[config.mk]
export PLATFORM = sky130hd
export DESIGN_NAME = io_arbiter
export DESIGN_NICKNAME = d
export VERILOG_FILES = /design/src/rtl/io_bus_pkg.sv /design/src/rtl/rr_arbiter.sv /design/src/rtl/io_arbiter.sv
export SDC_FILE = /design/constraint.sdc
export NUM_CORES = 1
export LEC_CHECK = 0
export CAP_MARGIN = 20
export CORE_MARGIN = 10
export CORE_UTILIZATION = 37
export DETAILED_ROUTE_END_ITERATION = 8
export PLACE_DENSITY = 0.82
export SLEW_MARGIN = 20
export SYNTH_ARGS = -nofsm -noshare
export SYNTH_HDL_FRONTEND = slang
export SYNTH_SLANG_ARGS = --single-unit
export TNS_END_PERCENT = 1
[constraint.sdc]
create_clock -name clk -period 2.63 [get_ports clk]
set_input_delay 0.263 -clock clk [delete_from_list [all_inputs] [get_ports clk]]
set_output_delay 0.263 -clock clk [all_outputs]
set_load 0.005 [all_outputs]
[src/rtl/io_bus_pkg.sv]
// Shared types for the processor-side memory-mapped IO bus.
//   io_state_t      : arbiter transaction state
//   io_addr_t       : 32-bit byte address
//   io_data_t       : 32-bit data word
//   IO_TIMEOUT_DATA : read data returned when a peripheral never answers
package io_bus_pkg;

  typedef logic [31:0] io_addr_t;
  typedef logic [31:0] io_data_t;

  typedef enum logic [1:0] {
    IO_IDLE,
    IO_ISSUE,
    IO_READ_WAIT
  } io_state_t;

  localparam io_data_t IO_TIMEOUT_DATA = 32'hFFFF_FFFF;

endpackage

[src/rtl/rr_arbiter.sv]
// Combinational round-robin pick.
//   req         : request vector, one bit per requester
//   ptr         : highest-priority index; search goes upward with wrap-around
//   grant       : one-hot grant (all zero when nothing requests)
//   grant_idx   : index of the granted requester
//   grant_valid : at least one request was present
module rr_arbiter #(
  parameter int unsigned NUM_REQUESTERS = 3
) (
  input  logic [NUM_REQUESTERS-1:0]         req,
  input  logic [$clog2(NUM_REQUESTERS)-1:0] ptr,
  output logic [NUM_REQUESTERS-1:0]         grant,
  output logic [$clog2(NUM_REQUESTERS)-1:0] grant_idx,
  output logic                              grant_valid
);

  localparam int unsigned IDX_W = $clog2(NUM_REQUESTERS);

  always_comb begin
    int unsigned cand;
    cand        = 0;
    grant       = '0;
    grant_idx   = '0;
    grant_valid = 1'b0;
    for (int unsigned i = 0; i < NUM_REQUESTERS; i++) begin
      cand = (32'(ptr) + i) % NUM_REQUESTERS;
      if (!grant_valid && req[cand[IDX_W-1:0]]) begin
        grant_valid                 = 1'b1;
        grant[cand[IDX_W-1:0]]      = 1'b1;
        grant_idx                   = cand[IDX_W-1:0];
      end
    end
  end

endmodule

[src/rtl/io_arbiter.sv]
// Round-robin arbiter sharing the memory-mapped IO bus between requesters
// (core IO port, debug/trace unit, host loader), one transaction at a time,
// with a peripheral wait-state handshake and a timeout.
//   clk, reset_n                 : clock, asynchronous active-low reset
//   req_valid/req_write          : per-requester request and direction
//   req_address/req_wdata        : per-requester address and write data
//   req_ack                      : one-cycle completion pulse to the owner
//   resp_rdata/resp_error        : read data / timeout flag, valid with req_ack
//   io_write_en/io_read_en       : peripheral strobes
//   io_address/io_write_data     : registered address / write data
//   io_ready                     : peripheral accepts the current strobe
//   io_read_data                 : read data, valid the cycle after accept
module io_arbiter
  import io_bus_pkg::*;
#(
  parameter int unsigned NUM_REQUESTERS = 3,
  parameter int unsigned TIMEOUT_CYCLES = 1023
) (
  input  logic                          clk,
  input  logic                          reset_n,
  input  logic     [NUM_REQUESTERS-1:0] req_valid,
  input  logic     [NUM_REQUESTERS-1:0] req_write,
  input  io_addr_t [NUM_REQUESTERS-1:0] req_address,
  input  io_data_t [NUM_REQUESTERS-1:0] req_wdata,
  output logic     [NUM_REQUESTERS-1:0] req_ack,
  output io_data_t                      resp_rdata,
  output logic                          resp_error,
  output logic                          io_write_en,
  output logic                          io_read_en,
  output io_addr_t                      io_address,
  output io_data_t                      io_write_data,
  input  logic                          io_ready,
  input  io_data_t                      io_read_data
);

  localparam int unsigned IDX_W = $clog2(NUM_REQUESTERS);
  localparam int unsigned CNT_W = $clog2(TIMEOUT_CYCLES + 1);
  localparam logic [CNT_W-1:0] CNT_LAST = CNT_W'(TIMEOUT_CYCLES);
  localparam logic [IDX_W-1:0] IDX_LAST = IDX_W'(NUM_REQUESTERS - 1);

  io_state_t                  state, state_next;
  logic [IDX_W-1:0]           owner;
  logic [NUM_REQUESTERS-1:0]  owner_oh;
  logic                       cap_write;
  logic [IDX_W-1:0]           rr_ptr;
  logic [CNT_W-1:0]           tmo_cnt;

  logic [NUM_REQUESTERS-1:0]  arb_grant;
  logic [IDX_W-1:0]           arb_idx;
  logic                       arb_valid;

  logic                       accepted;
  logic                       timeout_hit;
  logic                       ack_fire;

  rr_arbiter #(
    .NUM_REQUESTERS(NUM_REQUESTERS)
  ) u_rr_arbiter (
    .req        (req_valid),
    .ptr        (rr_ptr),
    .grant      (arb_grant),
    .grant_idx  (arb_idx),
    .grant_valid(arb_valid)
  );

  always_comb begin
    accepted    = (state == IO_ISSUE) && io_ready;
    // io_ready in the terminal cycle wins over the timeout
    timeout_hit = (state == IO_ISSUE) && (tmo_cnt == CNT_LAST) && !io_ready;
    ack_fire    = (accepted && cap_write) || timeout_hit || (state == IO_READ_WAIT);

    state_next = state;
    case (state)
      IO_IDLE:      if (arb_valid) state_next = IO_ISSUE;
      IO_ISSUE: begin
        if (accepted)         state_next = cap_write ? IO_IDLE : IO_READ_WAIT;
        else if (timeout_hit) state_next = IO_IDLE;
      end
      IO_READ_WAIT: state_next = IO_IDLE;
      default:      state_next = IO_IDLE;
    endcase

    io_write_en = (state == IO_ISSUE) &&  cap_write && !timeout_hit;
    io_read_en  = (state == IO_ISSUE) && !cap_write && !timeout_hit;
    req_ack     = ack_fire ? owner_oh : '0;
    resp_error  = timeout_hit;
    if (state == IO_READ_WAIT) resp_rdata = io_read_data;
    else if (timeout_hit)      resp_rdata = IO_TIMEOUT_DATA;
    else                       resp_rdata = '0;
  end

  always_ff @(posedge clk or negedge reset_n) begin
    if (!reset_n) begin
      state         <= IO_IDLE;
      owner         <= '0;
      owner_oh      <= '0;
      cap_write     <= 1'b0;
      rr_ptr        <= '0;
      tmo_cnt       <= '0;
      io_address    <= '0;
      io_write_data <= '0;
    end else begin
      state <= state_next;
      if (state == IO_IDLE && arb_valid) begin
        owner         <= arb_idx;
        owner_oh      <= arb_grant;
        cap_write     <= req_write[arb_idx];
        io_address    <= req_address[arb_idx];
        io_write_data <= req_wdata[arb_idx];
        tmo_cnt       <= '0;
      end else if (state == IO_ISSUE) begin
        tmo_cnt <= tmo_cnt + 1'b1;
      end
      if (ack_fire) rr_ptr <= (owner == IDX_LAST) ? '0 : owner + 1'b1;
    end
  end

endmodule

==> impl_metrics.yaml, run 1 <==
worst_setup_path:
  r2r_slack_ps: 110
  crit_required_ps: 2370
  r2r_end: "io_write_data[30]"
  path_buf_inv: 3
  r2r_start: "rr_ptr[0]"
  start_kind: "flop"
  crit_family: "buffers and inverters"
  crit_path_end_kind: "primary output"
  slowest_delay_ps: 500
  cp_max_fo: 13
  crit_type: "reg -> out"
  critPathSlowestCell: "clkdlybuf4s50_1"
  path_cells: "and3_4 > nand4_4 > nor4_4 > buf_4 > buf_8 > a21o_1 > clkdlybuf4s50_1"
  rr_worst_depth: 8
  cp.arrival_ps: 2350
detailed_routing:
  ant_nets: 0
  first_pass_iters: 7
  routedWlPerCell_um: 21.98
  via_per_inst: 5.427
  drc: 0
  first_iter_violations: 440
  drt-total-wl_mm: 22.95
  num_vias: 5666
logic_synthesis:
  async_flop_share_pct: 100.0
  yosysWarnings: 0
  synthCells: 542
  postSynthAreaPerCell_um2: 9.467
  syn_area_mm2: 0.005131
  ys_seq_area_share_pct: 40.97
  synth-edff-count: 0
  syn-num-nets: 780
  synth_cell_types: 44
  synthFlopType: "dfrtp_1"
  ys_ff_latch: 84
timing:
  period_share_pct: 99.54
  finalMaxSlewViolations: 0
  clock_skew_ps: 8.338
  fin_ws_ps: 12.16
  fin_crit_ps: 2618
  tns_ps: 0
  worst_pin_slew_ps: 802.2
  hold_ws_ps: -9.537
  finalSetupViolCount: 0
  slew_headroom_pct: 46.52
  max_clock_freq_mhz: 382.0
  rsz0062_at_grt: "yes"
  hold_violations: 6
layout:
  area_growth_pct: 79.05
  final_layout_size_suffix_gt1_share_pct: 6.920
  fin_util_pct: 68.56
  nNetsFinal: 1100
  finish.instance_area_mm2: 0.009188
  multi_input_area_mm2: 0.002794
  final_cells: 1044
  regArea_mm2: 0.002103
  n_fill_cell: 1033
global_routing:
  grt_pass1_wl_mm: 33.69
  antenna_found_initial: 2
  grtUsageTotal_pct: 22.57
  grt_max_degree: 85
  grt_pass1_vias: 6166
  grt_overflow: 0
cts:
  holdBufCountCts: 0
  cts_sinks: 84
  cts.htree.levels: 3
  clkTransAtPathRegs_ps: 60
  cts_root_buf: "clkbuf_16"
  clk_latency_ps: 330
  cts_tree: "done"
  clockBufferDepth: 2
  cts_made_buffers: 9
min_path:
  hold_path.class: "in -> async"
placement:
  pre_cts_slack_ps: -97.08
  hpwlAfterDp_mm: 17.79
  port_buffers: 334
  gp_congestion: 0.9352
  place_inst: 1022
  placed_cell_area_mm2: 0.008703
die:
  dieHeight_um: 137.8
  rows: 42
  core_mm2: 0.01340
  ios: 335
  dieArea_mm2: 0.01898
  die_w_um: 137.8
  start_util_pct: 38.29
power_and_ir_drop:
  powerDensity_mw_per_mm2: 1058
  vdd_drop_max_mv: 0.5407
  p_leak_nw: 4.465
  power_mw: 9.719
flow_run:
  maxCapViolations: 0
run_status:
  status: "finished with violations"
  violations: "hold timing"
## synthesized netlist by cell type (3+ instances only)
cell,n,area share (%)
a21o_1,32,4.7
o221ai_1,66,11
dfrtp_1,84,41
buf_6,3,0.66
o21ai_1,3,0.29
nand3b_1,3,0.44
o31ai_1,3,0.44
clkbuf_1,11,0.80
buf_2,17,1.7
nand2_1,141,10
ha_1,5,1.2
buf_4,18,2.6
nor2b_1,6,0.73
or3_1,3,0.37
a21oi_1,9,0.88
nor2_1,7,0.51
nand3_1,10,0.98
and3_1,3,0.37
nand2b_1,3,0.37
inv_1,6,0.44
o21ai_0,8,0.78
mux2_2,4,0.88
mux2i_1,69,13
## timing repair
action,CTS,global route
endpoints found under the hold margin,0,0
pin swaps,1,5
buffers inserted,0,3
setup endpoints to repair,32,113
cloned,1,1
resized for setup,7,33
## layout make-up
cell class | instances | share of cell area [%]
well taps | 176 | 2.397
inverters | 6 | 0.2451
diodes | 1 | 0.02724
multi-input cells | 402 | 30.41
repair buffers | 359 | 40.80
clock inverters | 3 | 0.5039
clock buffers | 13 | 2.724
flip-flops and latches | 84 | 22.89
## flip-flops by register name, indices dropped and copies added, names as in the netlist
signal	flops
owner	2
io_address	32
tmo_cnt	10
rr_ptr	2
state	2
cap_write	1
owner_oh	3
io_write_data	32
## layout by cell type (no fill, tap or decap), drive strengths merged, types with 5 or more instances in the layout
cell / netlist / routed
ha: 5 / 5
nand3: 10 / 10
nor2: 7 / 7
dfrtp: 84 / 84
o221ai: 66 / 66
mux2i: 69 / 69
clkbuf: 11 / 14
o21ai: 11 / 11
clkdlybuf4s50: 0 / 311
nand2: 141 / 141
a21o: 32 / 32
nor2b: 6 / 6
mux2: 5 / 5
a21oi: 9 / 9
inv: 6 / 6
buf: 39 / 25
dlymetal6s2s: 0 / 22
## worst reg2reg max path, delay by kind of cell (launching register included)
| kind | cells | cell delay, ps |
|---|---|---|
| AO/OA/AOI/OAI | 3 | 750 |
| buffers and inverters | 3 | 490 |
| adder cells (fa/ha/maj) | 1 | 390 |
| flip-flops | 1 | 400 |
| multiplexers | 1 | 350 |
## per-layer routing
layer  vias to the layer above  track usage, %  part of all wire, %
met4                         0           7.300                  2.4
met3                        38           8.376                   11
met2                       299           41.11                   52
li1                       2621               -                    -
met1                      2708           23.41                   35
met5                         -               0                    0
## cells by family (layout without fill, tap and decap cells)
kind of cell / after synthesis / after routing / synth area share (%)
simple gates: 186 / 186 / 15.92
compound gates: 134 / 134 / 20.56
flops: 84 / 84 / 40.97
mux: 74 / 74 / 14.56
buf+inv: 56 / 381 / 6.267
fa+ha+maj: 5 / 5 / 1.219
xor+xnor: 3 / 3 / 0.5122
other cells: 0 / 1 / 0
## report_power, final
group,total [mW],switching [mW],internal (mW)
logic,6.11,2.96,3.15
clock network,1.27,0.505,0.765
registers,2.34,0.402,1.94
total,9.72,3.87,5.85
## how the worst max path moves through the flow
stage               depth (start not counted)  slack [ps]       start              to
global placement                            8          20   rr_ptr[1]  io_address[10]
detailed placement                          8        -100   rr_ptr[1]  io_address[10]
CTS                                         6          10  tmo_cnt[0]  resp_rdata[26]
finish                                      7          10  tmo_cnt[3]   resp_rdata[2]
global route                                7         -70  tmo_cnt[3]   resp_rdata[0]
floorplan                                   9         220   rr_ptr[0]     owner_oh[2]
Power figures use the tool's default switching activity.
==> run 2, diff against run 1 <==
- CAP_MARGIN: 20 -> 25
- PLACE_DENSITY: 0.82 -> 0.92
==> impl_metrics.yaml, run 2 (same netlist as run 1, synthesis figures left out) <==
timing:
  max_clock_freq_mhz: 394.9
  worst_pin_slew_ps: 603.8
  hold_ws_ps: 483.6
  fin_crit_ps: 2532
  fin_ws_ps: 97.89
  clock_skew_ps: 8.504
  finalMaxSlewViolations: 0
  hold_violations: 0
  rsz0062_at_grt: "no"
  tns_ps: 0
  period_share_pct: 96.28
  slew_headroom_pct: 59.75
  finalSetupViolCount: 0
cts:
  cts_root_buf: "clkbuf_16"
  cts_sinks: 84
  clockBufferDepth: 2
  cts_made_buffers: 9
  cts_tree: "done"
  clk_latency_ps: 330
  cts.htree.levels: 3
  clkTransAtPathRegs_ps: 60
detailed_routing:
  wl_met1_mm: 8.179
  via_per_inst: 5.416
  first_pass_iters: 5
  maxUsedRoutingLayer: "met4"
  wl_met2_mm: 11.38
  wl_met3_mm: 2.281
  num_vias: 5698
  ant_nets: 0
  drc: 0
  first_iter_violations: 244
  routedWlPerCell_um: 21.27
  drt-total-wl_mm: 22.37
power_and_ir_drop:
  powerDensity_mw_per_mm2: 1057
  p_leak_nw: 4.770
  vdd_drop_max_mv: 0.5377
worst_setup_path:
  cp.arrival_ps: 2270
  critPathSlowestCell: "clkdlybuf4s50_1"
  crit_type: "reg -> out"
  path_cells: "nor2b_4 > nand4_4 > nor4_4 > buf_4 > clkbuf_16 > nor3b_1 > clkdlybuf4s50_1"
  crit_required_ps: 2370
  crit_family: "buffers and inverters"
  path_buf_inv: 3
  slowest_delay_ps: 480
  cp_max_fo: 18
  start_kind: "flop"
  crit_path_end_kind: "primary output"
die:
  ios: 335
  die_w_um: 137.8
  dieHeight_um: 137.8
  core_mm2: 0.01340
  start_util_pct: 38.29
  rows: 42
  dieArea_mm2: 0.01898
layout:
  final_common_cell: "clkdlybuf4s50_1"
  fin_util_pct: 69.47
  finish.instance_area_mm2: 0.009309
  largest_registers: "io_address x32, io_write_data x32, tmo_cnt x10"
  nNetsFinal: 1109
  final_cell_mix: "clkdlybuf4s50_1, nand2_1, dfrtp_1"
  final_layout_size_suffix_gt1_share_pct: 7.420
  n_antenna_cell: 0
  area_growth_pct: 81.42
  n_fill_cell: 965
flow_run:
  maxCapViolations: 0
global_routing:
  antenna_found_initial: 0
  grt_overflow: 0
  grt_pass1_vias: 5857
  grtUsageTotal_pct: 21.28
  grt_max_degree: 59
  grt_pass1_wl_mm: 31.63
placement:
  hpwlAfterDp_mm: 17.17
  gp_congestion: 0.8811
  port_buffers: 334
  pre_cts_slack_ps: 75.82
  placed_cell_area_mm2: 0.008756
min_path:
  hold_path.class: "in -> async"
run_status:
  status: "completed"
## run 2: worst paths after layout
path	from	end	slack (ps)	cells after the start
setup reg to reg	rr_ptr[0]	io_address[17]	200	8
min in group clk	io_write_data[9]	io_write_data[9]	480	2
max in group asynchronous	reset_n	state[1]	1480	3
setup / recovery	state[1]	io_write_en	100	7
hold reg to reg	io_write_data[9]	io_write_data[9]	480	2
hold / removal	reset_n	io_address[10]	480	2
## run 2: final cells by class
type | instances | area (µm²) | area share [%]
clock buffers | 12 | 246.5 | 2.648
flip-flops and latches | 84 | 2103 | 22.59
repair buffers | 367 | 3877 | 41.65
inverters | 6 | 22.52 | 0.2419
clock inverters | 4 | 48.80 | 0.5242
well taps | 176 | 220.2 | 2.366
multi-input cells | 403 | 2790 | 29.97
## run 2: report_power, final
| part | switching [mW] | internal [mW] |
|---|---|---|
| Clock | 0.509 | 0.761 |
| Combinational | 2.97 | 3.25 |
| Sequential | 0.401 | 1.94 |
## run 2: metrics by stage
step | cells | power [mW]
after floorplan | 542 | 5.606
after global placement | 1029 | 8.092
after detailed placement | 1029 | 8.280
after CTS | 1046 | 9.590
after global routing | 1052 | 10.51
final | 1052 | 9.837
## run 2: timing repair
item | 4_1_cts | 5_1_grt
cloned | 0 | 4
hold buffers | 1 | 0
resized for setup | 1 | 45
endpoints found under the setup margin | 38 | 103
pin swaps | 1 | 4
setup buffers | 0 | 2
endpoints found under the hold margin | 43 | 0
## run 2: routing by layer
metal / up-vias / global-route usage [%]
met5: - / 0
met4: 0 / 7.416
met3: 45 / 8.412
met2: 311 / 37.36
met1: 2705 / 22.71
li1: 2637 / -
==> run 3, diff against run 2 <==
- PLACE_DENSITY: 0.92 -> 0.82
==> impl_metrics.yaml, run 3 (same netlist as run 1, synthesis figures left out) <==
detailed_routing:
  drt-total-wl_mm: 22.55
  routedWlPerCell_um: 21.58
  first_iter_violations: 390
  ant_nets: 0
  first_pass_iters: 5
  num_vias: 5629
  drc: 0
  via_per_inst: 5.387
power_and_ir_drop:
  p_leak_nw: 4.420
  vdd_drop_max_mv: 0.5604
  powerDensity_mw_per_mm2: 1040
worst_setup_path:
  path_cells: "nor2b_4 > nand4_4 > nor4_4 > buf_4 > buf_8 > a21o_1 > clkdlybuf4s50_1"
  crit_family: "buffers and inverters"
  cp.arrival_ps: 2320
  start_kind: "flop"
  rr_worst_depth: 8
  r2r_slack_ps: 140
  r2r_start: "rr_ptr[1]"
  endpoint: "resp_rdata[26]"
  slowest_delay_ps: 510
  cp_max_fo: 13
  path_buf_inv: 3
  r2r_end: "io_write_data[26]"
  crit_path_end_kind: "primary output"
  crit_type: "reg -> out"
  critPathSlowestCell: "clkdlybuf4s50_1"
  crit_required_ps: 2370
  startpoint: "state[1]"
  cp.depth: 7
timing:
  hold_ws_ps: 473.8
  hold_violations: 0
  finalMaxSlewViolations: 0
  tns_ps: 0
  max_clock_freq_mhz: 387.4
  slew_headroom_pct: 61.71
  rsz0062_at_grt: "yes"
  clock_skew_ps: 6.338
  finalSetupViolCount: 0
  fin_crit_ps: 2582
  period_share_pct: 98.16
  worst_pin_slew_ps: 574.3
min_path:
  hold_path.class: "reg -> reg"
  min_path_cells: 2
cts:
  cts_sinks: 84
  cts_made_buffers: 9
  clk_latency_ps: 330
  cts_root_buf: "clkbuf_16"
  cts_tree: "done"
  clkTransAtPathRegs_ps: 60
  clockBufferDepth: 2
  cts.htree.levels: 3
placement:
  hpwlAfterDp_mm: 17.92
  place_inst: 1023
  port_buffers: 334
  gp_congestion: 0.9352
die:
  ios: 335
  start_util_pct: 38.29
  dieHeight_um: 137.8
  core_mm2: 0.01340
  dieArea_mm2: 0.01898
  die_w_um: 137.8
  rows: 42
run_status:
  status: "completed"
global_routing:
  grt_pass1_wl_mm: 33.54
  antenna_found_initial: 2
  grt_overflow: 0
  grtUsageTotal_pct: 22.58
  grt_pass1_vias: 6149
  grt_max_degree: 66
layout:
  area_growth_pct: 78.93
  final_common_cell: "clkdlybuf4s50_1"
  nNetsFinal: 1103
  n_fill_cell: 1007
  largest_registers: "io_address x32, io_write_data x32, tmo_cnt x10"
  final_cells: 1045
  final_layout_size_suffix_gt1_share_pct: 7.266
  final_cell_mix: "clkdlybuf4s50_1, nand2_1, dfrtp_1"
flow_run:
  maxCapViolations: 0
==> run 3: cell count changes in the layout (fill, tap and decap cells not counted), sizes merged <==
| cell | previous run | this run |
|---|---|---|
| clkinvlp | 0 | 1 |
| buf | 30 | 27 |
| clkbuf | 15 | 10 |
| clkinv | 3 | 2 |
| diode | 0 | 2 |
| dlymetal6s2s | 36 | 20 |
| bufinv | 1 | 0 |
| clkdlybuf4s50 | 297 | 313 |
==> run 3: worst min-delay path by stage <==
stage / startpoint / to / slack, ps
finish: owner_oh[0] / owner_oh[0] / 470
global route: owner_oh[0] / owner_oh[0] / 510
CTS: owner_oh[1] / owner_oh[1] / 480
detailed placement: reset_n / io_address[6] / 300
global placement: owner_oh[1] / owner_oh[1] / 460
floorplan: reset_n / cap_write / -30
==> run 3: layer usage <==
layer / global-route usage (%) / part of all wire, % / vias to the layer above
met3: 9.031 / 11 / 45
met2: 40.23 / 51 / 297
met5: 0 / 0 / -
li1: - / - / 2629
met4: 8.980 / 2.6 / 0
met1: 23.13 / 35 / 2658
==> run 3: metrics by stage <==
step | util, % | setup WS (ps) | power [mW] | cell area [µm²]
2_1_floorplan | - | 221.3 | 5.606 | 5131
3_3_place_gp | 64.95 | 21.79 | 8.087 | 8703
3_5_place_dp | 65.15 | -112.1 | 8.340 | 8731
4_1_cts | 67.27 | 12.34 | 9.511 | 9015
5_1_grt | 68.52 | -30.97 | 10.24 | 9181
6_report | 68.52 | 48.40 | 9.551 | 9181
==> run 3: final cells by class <==
| type | instances | area (µm²) | area share [%] |
|---|---|---|---|
| repair buffers | 361 | 3760 | 40.95 |
| well taps | 176 | 220.2 | 2.398 |
| clock buffers | 10 | 229.0 | 2.494 |
| diodes | 2 | 5.005 | 0.05451 |
| multi-input cells | 403 | 2823 | 30.74 |
| flip-flops and latches | 84 | 2105 | 22.92 |
| inverters | 6 | 22.52 | 0.2453 |
| clock inverters | 3 | 17.52 | 0.1908 |
==> run 3: power by group <==
group          internal (mW)  switching [mW]  total [mW]
Clock                  0.621           0.492        1.11
Sequential              1.94           0.397        2.34
Combinational           3.16            2.94        6.10
Total                   5.72            3.83        9.55
==> run 3: worst register-to-register path, stage by stage (launching register included) <==
cell	delay, ps
dfrtp_1	420
inv_1	110
ha_2	300
mux2i_2	320
o211ai_1	180
o21bai_4	240
buf_12	290
mux2i_2	320
o221ai_1	170
==> run 3: repair_timing <==
action / 4_1_cts / 5_1_grt
resized for setup: 7 / 35
cloned: 1 / 1
endpoints found under the setup margin: 32 / 116
pin swaps: 1 / 6
buffers inserted: 0 / 4
hold endpoints to repair: 40 / 0
hold buffers: 1 / 0
==> edit 1 (config.mk and constraints of run 1) <==
Re-encode `io_state_t` (3 states) as one-hot, 3 bits wide.
--- a/src/rtl/io_bus_pkg.sv
+++ b/src/rtl/io_bus_pkg.sv
@@ -8,10 +8,10 @@
   typedef logic [31:0] io_addr_t;
   typedef logic [31:0] io_data_t;
 
-  typedef enum logic [1:0] {
-    IO_IDLE,
-    IO_ISSUE,
-    IO_READ_WAIT
+  typedef enum logic [2:0] {
+    IO_IDLE      = 3'b001,
+    IO_ISSUE     = 3'b010,
+    IO_READ_WAIT = 3'b100
   } io_state_t;
 
   localparam io_data_t IO_TIMEOUT_DATA = 32'hFFFF_FFFF;
Function: same outputs for any inputs over 4 cycles, from zero or initial values and one cycle with reset_n low; so few cycles prove little.
==> edit 1 against run 1 <==
- the run ends with setup timing left
- sequential power fell by 2%
- non-clock buffer count fell by 5
- worst setup slack got worse by 0.072 ns
- final area fell by 2.1%
- total power fell by 6.5%
- area after synthesis fell by 1.5%
- final cell count rose by 2.7%
- first-iteration DRC count fell by 17%
- sequential share of layout area rose by 0.76 points
- sequential cell count rose by 1
- routed wire length fell by 11%
- register-to-register slack improved by 0.08 ns
- critical path type unchanged
- critical endpoint is now resp_rdata[11]
- largest cell class unchanged
- highest routed layer unchanged
==> edit 1: results (changes against run 1) <==
<table>
<tr><th>Metric</th><th>Value</th></tr>
<tr><th colspan="2">Drt</th></tr>
<tr><td>Number of DRC markers after the initial detailed-route iteration</td><td>366 (was 440)</td></tr>
<tr><td>First-pass detailed-route iteration total</td><td>4 (was 7)</td></tr>
<tr><th colspan="2">Layout</th></tr>
<tr><td>Final Instance Count excl. Fillers</td><td>1072 (was 1044)</td></tr>
<tr><td>Clk cell area share</td><td>3.42% (was 3.23%)</td></tr>
<tr><td>Clkbuf count</td><td>10 (was 13)</td></tr>
<tr><td>Area occupied by multi-input gates</td><td>2500 sq um (was 2790 sq um)</td></tr>
<tr><th colspan="2">Outcome</th></tr>
<tr><td>Failing checks</td><td>setup timing (was hold timing)</td></tr>
<tr><td>Outcome</td><td>complete, but fails checks (unchanged)</td></tr>
<tr><th colspan="2">Critical path</th></tr>
<tr><td>Flop2flop setup slack</td><td>0.19 ns (was 0.11 ns)</td></tr>
<tr><td>Worst R2R Start</td><td>rr_ptr[1]$_DFFE_PN0P_ (was rr_ptr[0]$_DFFE_PN0P_)</td></tr>
<tr><th colspan="2">Timing</th></tr>
<tr><td>Final setup violation count</td><td>32 (was 0)</td></tr>
<tr><td>Setup slack after layout</td><td>-0.0601 ns (was 0.0122 ns)</td></tr>
<tr><th colspan="2">Pwr</th></tr>
<tr><td>Worst-case vdd ir drop</td><td>625 uV (was 541 uV)</td></tr>
<tr><th colspan="2">Synth</th></tr>
<tr><td>Sequential share of the synthesized area</td><td>42.1% (was 41.0%)</td></tr>
<tr><td>Count of cell types in the netlist</td><td>47 (was 44)</td></tr>
<tr><td>Dominant cells by area after synthesis</td><td>sky130_fd_sc_hd__dfrtp_1 (42%), sky130_fd_sc_hd__mux2i_1 (14%), sky130_fd_sc_hd__o221ai_1 (12%) (was sky130_fd_sc_hd__dfrtp_1 (41%), sky130_fd_sc_hd__mux2i_1 (13%), sky130_fd_sc_hd__o221ai_1 (11%))</td></tr>
<tr><th colspan="2">Global routing</th></tr>
<tr><td>Maximum number of pins on one net before global-route repair</td><td>48 (was 85)</td></tr>
<tr><td>Vias in the first global route</td><td>5425 (was 6166)</td></tr>
<tr><th colspan="2">Clocking</th></tr>
<tr><td>Clock Sink Count</td><td>85 (was 84)</td></tr>
<tr><th colspan="2">Place</th></tr>
<tr><td>Dpl ws</td><td>0.118 ns (was -0.0971 ns)</td></tr>
</table>
==> edit 1: cell types whose count changed in the layout (fill, tap and decap cells not counted), moves of 3 or more <==
| cell | run 1 | this run |
|---|---|---|
| sky130_fd_sc_hd__a21oi_1 | 9 | 6 |
| sky130_fd_sc_hd__xor2_1 | 1 | 5 |
| sky130_fd_sc_hd__buf_12 | 10 | 6 |
| sky130_fd_sc_hd__nand3_1 | 10 | 3 |
| sky130_fd_sc_hd__inv_1 | 6 | 68 |
| sky130_fd_sc_hd__clkdlybuf4s50_1 | 311 | 327 |
| sky130_fd_sc_hd__or3_1 | 3 | 0 |
| sky130_fd_sc_hd__a21o_1 | 32 | 0 |
| sky130_fd_sc_hd__clkbuf_1 | 3 | 0 |
| sky130_fd_sc_hd__dlymetal6s2s_1 | 22 | 4 |
| sky130_fd_sc_hd__nor2_1 | 7 | 14 |
| sky130_fd_sc_hd__ha_1 | 2 | 5 |
==> edit 1: worst min-delay path by stage <==
| stage | startpoint | to | slack, ns | cells past startpoint |
|---|---|---|---|---|
| detailed placement | reset_n | io_address[8]$_DFFE_PN0P_ | 0.27 | 1 |
| finish | reset_n | io_address[8]$_DFFE_PN0P_ | 0.47 | 2 |
| global route | reset_n | io_address[8]$_DFFE_PN0P_ | 0.49 | 2 |
| CTS | reset_n | io_address[8]$_DFFE_PN0P_ | 0.47 | 2 |
| floorplan | reset_n | cap_write$_DFFE_PN0P_ | -0.03 | 0 |
| global placement | reset_n | io_address[7]$_DFFE_PN0P_ | 0.27 | 1 |
==> edit 1: timing repair <==
item / in CTS / in global routing
hold buffers: 1 / 0
setup endpoints to repair: 36 / 66
pin swaps: 0 / 1
hold endpoints to repair: 37 / 0
resized for setup: 4 / 7
setup buffers: 0 / 2
==> edit 1: layer usage <==
layer / global-route usage (%) / vias up / share of wire, %
met4: 6.50 / 0 / 2.1
met3: 7.88 / 25 / 9.9
met2: 36.1 / 236 / 51
met5: 0 / - / 0
li1: - / 2600 / -
met1: 22.0 / 2473 / 37
==> edit 1: power groups by stage <==
stage | Clock [uW] | Sequential, uW | Combinational (uW)
final | 1290 | 2290 | 5510
after global routing | 1370 | 2360 | 5970
after CTS | 1320 | 2300 | 5550
after detailed placement | 0 | 2300 | 5540
after global placement | 0 | 2280 | 5440
after floorplan | 0 | 2280 | 3050
==> edit 1: kinds of logic after synthesis <==
kind of cell | after synthesis | synth area share [%]
xor+xnor | 9 | 1.56
buf+inv | 109 | 9.01
mux | 72 | 14.4
flops | 85 | 42.1
simple gates | 194 | 16.6
fa+ha+maj | 5 | 1.24
compound gates | 92 | 15.0
==> edit 2 (settings of run 1) <==
Without the edit above. `NUM_REQUESTERS` is set to 3 in 2 places; all go to 5.
--- a/src/rtl/rr_arbiter.sv
+++ b/src/rtl/rr_arbiter.sv
@@ -5,7 +5,7 @@
 //   grant_idx   : index of the granted requester
 //   grant_valid : at least one request was present
 module rr_arbiter #(
-  parameter int unsigned NUM_REQUESTERS = 3
+  parameter int unsigned NUM_REQUESTERS = 5
 ) (
   input  logic [NUM_REQUESTERS-1:0]         req,
   input  logic [$clog2(NUM_REQUESTERS)-1:0] ptr,
--- a/src/rtl/io_arbiter.sv
+++ b/src/rtl/io_arbiter.sv
@@ -13,7 +13,7 @@
 module io_arbiter
   import io_bus_pkg::*;
 #(
-  parameter int unsigned NUM_REQUESTERS = 3,
+  parameter int unsigned NUM_REQUESTERS = 5,
   parameter int unsigned TIMEOUT_CYCLES = 1023
 ) (
   input  logic                          clk,
Ports: changed (5 resized); port bits go from 335 to 469. The function was not compared with the original's and may differ.
==> edit 2 against run 1 <==
- the flow finishes with violations (setup timing)
- highest routed layer is now met5
- core utilization grew 2.9 points
- area after synthesis grew 54%
- routed wire length grew 79%
- sequential share of layout area shrank 8.2 points
- final area grew 63%
- sequential cell count grew 4
- worst setup slack lost 2.0 ns
Power is not shown: default switching activity piles up to over one toggle a cycle in this logic, so the estimate is an artifact.
==> edit 2: results (changes against run 1) <==
<table>
<tr><th>Metric</th><th>Value</th></tr>
<tr><th colspan="2">Place</th></tr>
<tr><td>Count of buffers from port buffering</td><td>468 (was 334)</td></tr>
<tr><td>Dpl ws</td><td>-2.15 ns (was -0.0971 ns)</td></tr>
<tr><td>Placed standard-cell area</td><td>14100 sq um (was 8700 sq um)</td></tr>
<tr><td>DP HPWL</td><td>33.2 mm (was 17.8 mm)</td></tr>
<tr><td>Final GP Congestion</td><td>0.994 (was 0.935)</td></tr>
<tr><th colspan="2">Clocking</th></tr>
<tr><td>Clock network latency to the later pin of the worst-skew pair</td><td>0.36 ns (was 0.33 ns)</td></tr>
<tr><th colspan="2">Outcome</th></tr>
<tr><td>Failing checks</td><td>setup timing (was hold timing)</td></tr>
<tr><td>Outcome</td><td>complete, but fails checks (unchanged)</td></tr>
<tr><th colspan="2">Timing</th></tr>
<tr><td>Setup Total Neg Slack</td><td>-162.31 ns (was 0 ns)</td></tr>
<tr><td>Setup slack after layout</td><td>-2.02 ns (was 0.0122 ns)</td></tr>
<tr><td>Final setup violation count</td><td>93 (was 0)</td></tr>
<tr><th colspan="2">Critical path</th></tr>
<tr><td>Slowest cell on the critical path</td><td>sky130_fd_sc_hd__dfrtp_1 (was sky130_fd_sc_hd__clkdlybuf4s50_1)</td></tr>
<tr><td>Worst R2R Start</td><td>rr_ptr[0]$_DFFE_PN0N_ (was rr_ptr[0]$_DFFE_PN0P_)</td></tr>
<tr><td>Largest driver fanout on the critical path</td><td>28 (was 13)</td></tr>
<tr><th colspan="2">Global routing</th></tr>
<tr><td>Maximum number of pins on one net before global-route repair</td><td>48 (was 85)</td></tr>
<tr><td>Vias in the first global route</td><td>10300 (was 6166)</td></tr>
<tr><td>First-pass GRT wire length</td><td>62.4 mm (was 33.7 mm)</td></tr>
<tr><th colspan="2">Synth</th></tr>
<tr><td>Sequential share of the synthesized area</td><td>27.8% (was 41.0%)</td></tr>
<tr><td>Net count after synthesis</td><td>1279 (was 780)</td></tr>
<tr><td>Count of cell types in the netlist</td><td>74 (was 44)</td></tr>
<tr><th colspan="2">Drt</th></tr>
<tr><td>Number of DRC markers after the initial detailed-route iteration</td><td>847 (was 440)</td></tr>
<tr><td>Vias</td><td>9846 (was 5666)</td></tr>
<tr><td>Total routed wirelength</td><td>41.2 mm (was 22.9 mm)</td></tr>
<tr><th colspan="2">Layout</th></tr>
<tr><td>Total number of nets in the final design</td><td>1866 (was 1100)</td></tr>
<tr><td>Fillers</td><td>1549 (was 1033)</td></tr>
</table>
-- edit 2: final cells by class --
| class | count | area (sq um) | share of cell area, % |
|---|---|---|---|
| Inverter | 17 | 68.8 | 0.458 |
| Sequential cell | 88 | 2200 | 14.7 |
| Tap cell | 275 | 344 | 2.29 |
| Clock inverter | 4 | 33.8 | 0.225 |
| Multi-Input combinational cell | 718 | 5690 | 37.9 |
| Timing Repair Buffer | 646 | 6420 | 42.8 |
| Antenna cell | 1 | 2.50 | 0.0167 |
| Clock buffer | 12 | 256 | 1.71 |
-- edit 2: logic make-up after synthesis --
family / share of synthesized area, %
buffers and inverters: 5.24
flip-flops: 27.8
adder cells (fa/ha/maj): 3.32
XOR/XNOR: 1.19
multiplexers: 17.6
AO/OA/AOI/OAI: 28.1
AND/OR/NAND/NOR: 16.8
-- edit 2: worst paths after layout --
check	endpoint	slack, ns	cells after the start
min in group clk	owner_oh[4]$_DFFE_PN0P_	0.49	2
min reg2reg	owner_oh[4]$_DFFE_PN0P_	0.49	2
max	io_address[7]$_DFFE_PN0P_	-2.02	24
max in group asynchronous	io_write_data[24]$_DFFE_PN0P_	1.48	3
min	io_address[27]$_DFFE_PN0P_	0.45	2
max reg2reg	io_address[7]$_DFFE_PN0P_	-2.02	24
-- edit 2: layer usage --
metal | track usage, % | share of wire, % | wire [um]
met3 | 8.07 | 7.9 | 3270
met5 | 0 | 0.032 | 13
met1 | 32.0 | 38 | 15600
met2 | 50.4 | 51 | 20900
met4 | 11.0 | 3.5 | 1430
-- edit 2: repair_timing --
action	4_1_cts	5_1_grt
setup endpoints to repair	124	121
pin swaps	35	16
hold buffers	1	0
hold endpoints to repair	41	0
gates resized for setup	80	60
buffers inserted	9	3
cloned	6	0
-- edit 2: worst max-delay path, delay by kind of cell (launching register included) --
kind                       cells  cell delay [ns]
AOI/OAI and AO/OA              4             0.74
xor gates and xnor gates       1             0.14
adders and majority gates      4             0.71
buffers and inverters          7             0.89
DFF                            1             0.41
muxes                          2             0.62
and+or+nand+nor                6             1.00
-- edit 2: stage by stage --
step / instances / hold WS, ns
2_1_floorplan: 893 / -0.0326
3_3_place_gp: 1726 / 0.298
3_5_place_dp: 1726 / 0.304
4_1_cts: 1757 / 0.470
5_1_grt: 1760 / 0.514
6_report: 1761 / 0.454
